## src/rtl/baseline_calib.sv

```systemverilog
// Baseline calibration: averages 2^CAL_FRAMES_LOG2 frames per taxel, then subtracts that baseline.
// Optional feature macro: BASELINE_DEADBAND_EN (forces RUN residuals below DEADBAND to zero).
module baseline_calib #(
   parameter int unsigned SW_WIRE_CNT     = 16,
   parameter int unsigned RD_WIRE_CNT     = 16,
   parameter int unsigned CAL_FRAMES_LOG2 = 3,
   parameter int unsigned DEADBAND        = 8
) (
   input  logic                           clk_in,
   input  logic                           rst_n_in,
   input  logic                           cal_start_in,
   input  logic [$clog2(SW_WIRE_CNT):0]   sw_in,
   input  logic [$clog2(RD_WIRE_CNT):0]   rd_in,
   input  logic [11:0]                    data_in,
   input  logic                           valid_in,
   output logic [$clog2(SW_WIRE_CNT):0]   sw_out,
   output logic [$clog2(RD_WIRE_CNT):0]   rd_out,
   output logic [11:0]                    data_out,
   output logic                           valid_out,
   output logic                           cal_busy_out,
   output logic                           cal_done_out
);

   localparam int unsigned SwW   = $clog2(SW_WIRE_CNT) + 1;
   localparam int unsigned RdW   = $clog2(RD_WIRE_CNT) + 1;
   localparam int unsigned Depth = SW_WIRE_CNT * RD_WIRE_CNT;
   localparam int unsigned AddrW = (Depth > 1) ? $clog2(Depth) : 1;
   localparam int unsigned AccW  = 12 + CAL_FRAMES_LOG2;
   localparam int unsigned FcW   = (CAL_FRAMES_LOG2 > 0) ? CAL_FRAMES_LOG2 : 1;

   localparam logic [SwW-1:0] SwCnt  = SwW'(SW_WIRE_CNT);
   localparam logic [RdW-1:0] RdCnt  = RdW'(RD_WIRE_CNT);
   localparam logic [SwW-1:0] SwLast = SwW'(SW_WIRE_CNT - 1);
   localparam logic [RdW-1:0] RdLast = RdW'(RD_WIRE_CNT - 1);
   localparam logic [FcW-1:0] FcLast = FcW'((1 << CAL_FRAMES_LOG2) - 1);

   typedef enum logic [1:0] {StUncal, StSync, StAccum, StRun} state_e;

   // Reset asserts asynchronously, releases two clocks after rst_n_in rises.
   logic [1:0] rst_sync_q;
   logic       rst_sync_n;

   always_ff @(posedge clk_in or negedge rst_n_in) begin
      if (!rst_n_in) begin
         rst_sync_q <= 2'b00;
      end else begin
         rst_sync_q <= {rst_sync_q[0], 1'b1};
      end
   end

   assign rst_sync_n = rst_sync_q[1];

   state_e         state_q, state_d;
   logic [FcW-1:0] frame_q, frame_d;
   logic           done_q, done_d;
   logic           acc_en, acc_first;

   logic             in_range, is_first, is_last;
   logic [AddrW-1:0] addr;

   always_comb begin
      in_range = (sw_in < SwCnt) && (rd_in < RdCnt);
      is_first = in_range && (sw_in == '0) && (rd_in == '0);
      is_last  = in_range && (sw_in == SwLast) && (rd_in == RdLast);
      addr     = '0;
      if (in_range) begin
         addr = AddrW'(AddrW'(sw_in) * AddrW'(RD_WIRE_CNT) + AddrW'(rd_in));
      end
   end

   always_comb begin
      state_d   = state_q;
      frame_d   = frame_q;
      done_d    = 1'b0;
      acc_en    = 1'b0;
      acc_first = 1'b0;
      if (cal_start_in) begin
         // Restart wins over everything, including a completing sample.
         state_d = StSync;
         frame_d = '0;
      end else if (valid_in && in_range) begin
         case (state_q)
            StSync: begin
               if (is_first) begin
                  state_d   = StAccum;
                  frame_d   = '0;
                  acc_en    = 1'b1;
                  acc_first = 1'b1;
               end
            end
            StAccum: begin
               acc_en    = 1'b1;
               acc_first = (frame_q == '0);
               if (is_last) begin
                  if (frame_q == FcLast) begin
                     state_d = StRun;
                     frame_d = '0;
                     done_d  = 1'b1;
                  end else begin
                     frame_d = frame_q + FcW'(1);
                  end
               end
            end
            default: ;
         endcase
      end
   end

   always_ff @(posedge clk_in or negedge rst_sync_n) begin
      if (!rst_sync_n) begin
         state_q <= StUncal;
         frame_q <= '0;
         done_q  <= 1'b0;
      end else begin
         state_q <= state_d;
         frame_q <= frame_d;
         done_q  <= done_d;
      end
   end

   // Stage 1: memory read plus the sample's context.
   logic             s1_valid_q, s1_corr_q, s1_wr_q, s1_first_q;
   logic [SwW-1:0]   s1_sw_q;
   logic [RdW-1:0]   s1_rd_q;
   logic [11:0]      s1_data_q;
   logic [AddrW-1:0] s1_addr_q;

   always_ff @(posedge clk_in or negedge rst_sync_n) begin
      if (!rst_sync_n) begin
         s1_valid_q <= 1'b0;
         s1_corr_q  <= 1'b0;
         s1_wr_q    <= 1'b0;
         s1_first_q <= 1'b0;
         s1_sw_q    <= '0;
         s1_rd_q    <= '0;
         s1_data_q  <= '0;
         s1_addr_q  <= '0;
      end else begin
         s1_valid_q <= valid_in;
         s1_corr_q  <= (state_q == StRun) && in_range;
         s1_wr_q    <= acc_en;
         s1_first_q <= acc_first;
         s1_sw_q    <= sw_in;
         s1_rd_q    <= rd_in;
         s1_data_q  <= data_in;
         s1_addr_q  <= addr;
      end
   end

   logic [AccW-1:0] acc_mem [Depth];
   logic [AccW-1:0] acc_rd_q;
   logic [AccW-1:0] acc_sum;

   assign acc_sum = s1_first_q ? AccW'(s1_data_q) : acc_rd_q + AccW'(s1_data_q);

   // Each address appears once per frame, so the write never collides with a pending read.
   always_ff @(posedge clk_in) begin
      acc_rd_q <= acc_mem[addr];
      if (s1_wr_q) begin
         acc_mem[s1_addr_q] <= acc_sum;
      end
   end

   // Stage 2: baseline subtract with saturation at zero.
   logic [11:0] baseline, resid, out_d;

   always_comb begin
      baseline = acc_rd_q[AccW-1:CAL_FRAMES_LOG2];
      resid    = (s1_data_q >= baseline) ? (s1_data_q - baseline) : 12'd0;
`ifdef BASELINE_DEADBAND_EN
      if (resid < 12'(DEADBAND)) begin
         resid = 12'd0;
      end
`endif
      out_d = s1_corr_q ? resid : s1_data_q;
   end

   logic           valid_q;
   logic [11:0]    data_q;
   logic [SwW-1:0] sw_q;
   logic [RdW-1:0] rd_q;

   always_ff @(posedge clk_in or negedge rst_sync_n) begin
      if (!rst_sync_n) begin
         valid_q <= 1'b0;
         data_q  <= '0;
         sw_q    <= '0;
         rd_q    <= '0;
      end else begin
         valid_q <= s1_valid_q;
         data_q  <= out_d;
         sw_q    <= s1_sw_q;
         rd_q    <= s1_rd_q;
      end
   end

   assign valid_out    = valid_q;
   assign data_out     = data_q;
   assign sw_out       = sw_q;
   assign rd_out       = rd_q;
   assign cal_done_out = done_q;
   assign cal_busy_out = (state_q == StSync) || (state_q == StAccum);

endmodule

```

## config.mk

```make
export PLATFORM = sky130hd
export DESIGN_NAME = baseline_calib
export DESIGN_NICKNAME = d
export VERILOG_FILES = /design/src/rtl/baseline_calib.sv
export SDC_FILE = /design/constraint.sdc
export NUM_CORES = 2
export LEC_CHECK = 0
export ABC_CLOCK_PERIOD_IN_PS = 2700
export BUFFER_PORTS_ARGS = -buffer_cell sky130_fd_sc_hd__buf_2
export CORE_UTILIZATION = 55
export CTS_CLUSTER_SIZE = 25
export DETAILED_ROUTE_END_ITERATION = 12
export HOLD_SLACK_MARGIN = 0.12
export PLACE_DENSITY = 0.71
export SYNTH_ARGS = -nofsm -noshare
export SYNTH_HDL_FRONTEND = slang
export SYNTH_SLANG_ARGS = --single-unit
```

## constraint.sdc

```tcl
create_clock -name clk_in -period 2.7 [get_ports clk_in]
set_input_delay 0.135 -clock clk_in [delete_from_list [all_inputs] [get_ports clk_in]]
set_output_delay 0.135 -clock clk_in [all_outputs]
set_load 0.1 [all_outputs]
```

==> metrics <==
outcome complete, but fails checks; failing checks design-rule violations, negative setup slack; Clock Skew 0.111 ns; post-layout util 0.671; CP cell instances ha_4 > inv_2 > fa_2 > nor2b_2 > o21a_1 > o21ai_2 > a21oi_2 > a41o_1 > o41ai_4 > or3_4 > a21oi_4 > buf_12 > buf_16 > buf_12; Ys Warns 0; CTS clk-pin slew, worst paths 0.06 ns; cell row count 194; CP endpoint kind flop; Distinct cells, synth 77; All-Layer GR Usage 0.336; async set or reset register ratio after synthesis 0.0166; drc violations 40; Die Height 532 um; worst vdd ir 0.591 mV; Syn Nets 9596; nets 10900; Top delay family on crit path compound AO/OA/AOI/OAI gates; CP Class reg2reg; # fillers 18000; R2R cell count 14; RSZ-0062 raised after global routing true; CP required 3.51 ns; CTS H-Tree Depth 5; Post-synth EDFFs 3840; die width 532 um; Yosys reg bits 3920; PnR worst setup slack -0.593 ns; max-slew violation count 0; most frequent cells in the layout edfxtp_1 (3840), buf_4 (1074), nor2_1 (749); multi-input logic area 0.0347 mm2; wirelength, routed 494000 um; Buf/Inv on CP 4; Final ANT Viol Nets 0; Final setup viols 2610; most numerous cell on the critical path buf_12; CP Depth 14; Final min period 3.29 ns; Avg Inst Size Synth 16.2 um2; Worst Hold Depth 9; register cell area after layout 0.117 mm2; Seq/Total Area, Yosys 0.759; CTS Sinks 3920; Worst slew margin 0.134; crit start category flop; # port buffers 50; share of layout cells above drive strength 1 0.234; largest net degree at the start of global routing 116; # IOs 51; maximum clock rate 304 MHz; Worst Hold Class in2reg; DR vias 98900; CTS Buffer Depth 4; Die Area 0.283 mm2; Root Driver clkbuf_16; final HPWL from detailed placement 310000 um; Final Cycle Share 1.22; via-per-instance ratio 6.62; Critical Path AT 4.10 ns; area grow syn2layout 21.3%; global-route wire length before repair 680000 um; worst hold slack 0.143 ns; vias in the first global route 95200; top cells by area, synth edfxtp_1 (75%), mux4_2 (4.1%), mux2i_1 (3.1%); Mapped Cells 9536; critical-path maximum fanout 17; max cap viols 0; clock latency at the later pin of the worst-skew pair 1.00 ns; post-route cell area 0.187 mm2; Core Area 0.279 mm2; Synth Cell Area 0.155 mm2; Routability Congestion 0.997; Design Power 152 mW; Fin. Hold Viols 0; gr ovfl total 0; Static Leak 63.0 nW; First-pass DRT Iterations 11; Worst-Margin Slew 1.29 ns; Main synth FF type edfxtp_1; dpl cell area 0.171 mm2; routed length per instance 33.1 um; CTS tree done; initial antenna violation count 25; DRT iter0 DRCs 15000; total power divided by cell area 811 mW/mm2; Starting Density 0.553; most common cell after layout, fill and taps aside edfxtp_1; CTS Buf Count 390; cell taking the most area after synthesis edfxtp_1; Synth top area share 0.746; crit-path max cell delay 0.46 ns; slowest cell on the critical path dfxtp_4
synth_stat cells (15+ instances only):
cell       instances
nand2b_1          54
a221o_1           33
a31oi_1           50
or3_1             32
o22ai_1          336
a221oi_1          99
o221ai_1          68
or2_2             16
dfrtp_1           65
nand4_1           27
clkbuf_1         373
ha_1              32
a31o_2            21
edfxtp_1        3840
or4_1             21
o21ai_0          369
a22oi_1          129
buf_4             33
o211ai_1          86
dfxtp_1           15
mux4_2           283
mux2_2            87
nand3_1           40
nor3_1            47
buf_1             73
buf_2            164
mux2i_1          479
a211oi_1          48
a21oi_1          755
o2bb2ai_1         65
buf_6             22
nand2_1          685
nor4_1           100
inv_1             41
nor2_1           767
per-layer routing:
layer	track usage	up-vias	share of wire
met2	0.504	7187	0.45
li1	-	40500	-
met5	0	-	0.00039
met4	0.177	22	0.062
met3	0.0837	1325	0.13
met1	0.457	49800	0.36
timing repair:
| item | CTS | global route |
|---|---|---|
| endpoints found under the hold margin | 40 | 1 |
| endpoints found under the setup margin | 2322 | 2735 |
| hold buffers | 54 | 2 |
| gates resized for setup | 45 | 90 |
| buffers inserted | 22 | 34 |
| gates cloned | 20 | 71 |
| pin swaps | 4 | 20 |
final timing paths:
| check | to | slack, ns | startpoint |
|---|---|---|---|
| max in group asynchronous | s1_first_q | 1.49 | rst_sync_q[1] |
| worst max register to register | acc_mem[212][14] | -0.59 | acc_rd_q[0] |
| worst min register to register | rd_out[3] | 0.35 | s1_rd_q[3] |
| worst max-delay path | acc_mem[212][14] | -0.59 | acc_rd_q[0] |
| worst min-delay path | state_q[1] | 0.14 | sw_in[2] |
| min in group asynchronous | s1_data_q[0] | 0.49 | rst_sync_q[1] |
where the power goes:
group	internal [mW]	switching (mW)
Combinational	8.47	15.6
Clock	30.0	23.5
Sequential	74.4	0.161
cells by family (layout without fill, tap and decap cells):
| logic type | Yosys count | after routing | share of synthesized area |
|---|---|---|---|
| other | 1 | 8 | 0.0000243 |
| multiplexers | 849 | 849 | 0.0786 |
| buffers and inverters | 710 | 2376 | 0.0205 |
| AND/OR/NAND/NOR | 1835 | 1835 | 0.0507 |
| flip-flops | 3920 | 3920 | 0.759 |
| XOR/XNOR | 18 | 18 | 0.00102 |
| AO/OA/AOI/OAI | 2169 | 2169 | 0.0877 |
| adder cells (fa/ha/maj) | 34 | 34 | 0.00285 |
registers in the layout, indices dropped and copies added, names as in the netlist:
signal	count
cal_done_out	1
acc_rd_q	15
sw_out	5
data_out	12
state_q	2
s1_valid_q	1
valid_out	1
s1_rd_q	5
rst_sync_q	2
s1_corr_q	1
s1_data_q	12
s1_wr_q	1
s1_addr_q	8
acc_mem	3840
s1_sw_q	5
rd_out	5
s1_first_q	1
frame_q	3
final cells by class:
type,instances,area share
Inverter,45,0.00104
Timing Repair Buffer,1619,0.0963
Antenna cell,7,0.0000935
Clock inverter,238,0.0125
Sequential cell,3920,0.626
Multi-Input combinational cell,4906,0.185
Tap cell,3724,0.0249
Clock buffer,474,0.0544
tightest hold or removal path, cell delays in order:
cell and delay, ns:
buf_2 0.12, buf_4 0.19, nor3_1 0.07, nand3_1 0.11, o21ai_0 0.12, nand2_1 0.07
nor2_1 0.06, a21oi_1 0.13, nor2_1 0.05
per-stage QoR:
stage                     worst slack (ns)  setup TNS (ns)  instances
after global routing                -0.627         -947.11      14900
final                               -0.593         -777.33      14900
after global placement               -1.88         -572.13      14000
after detailed placement             -1.76         -627.15      14000
after CTS                           -0.502         -480.65      14800
after floorplan                      -2.34        -6435.14       9536
No activity file was read; power rests on OpenSTA's default activity.
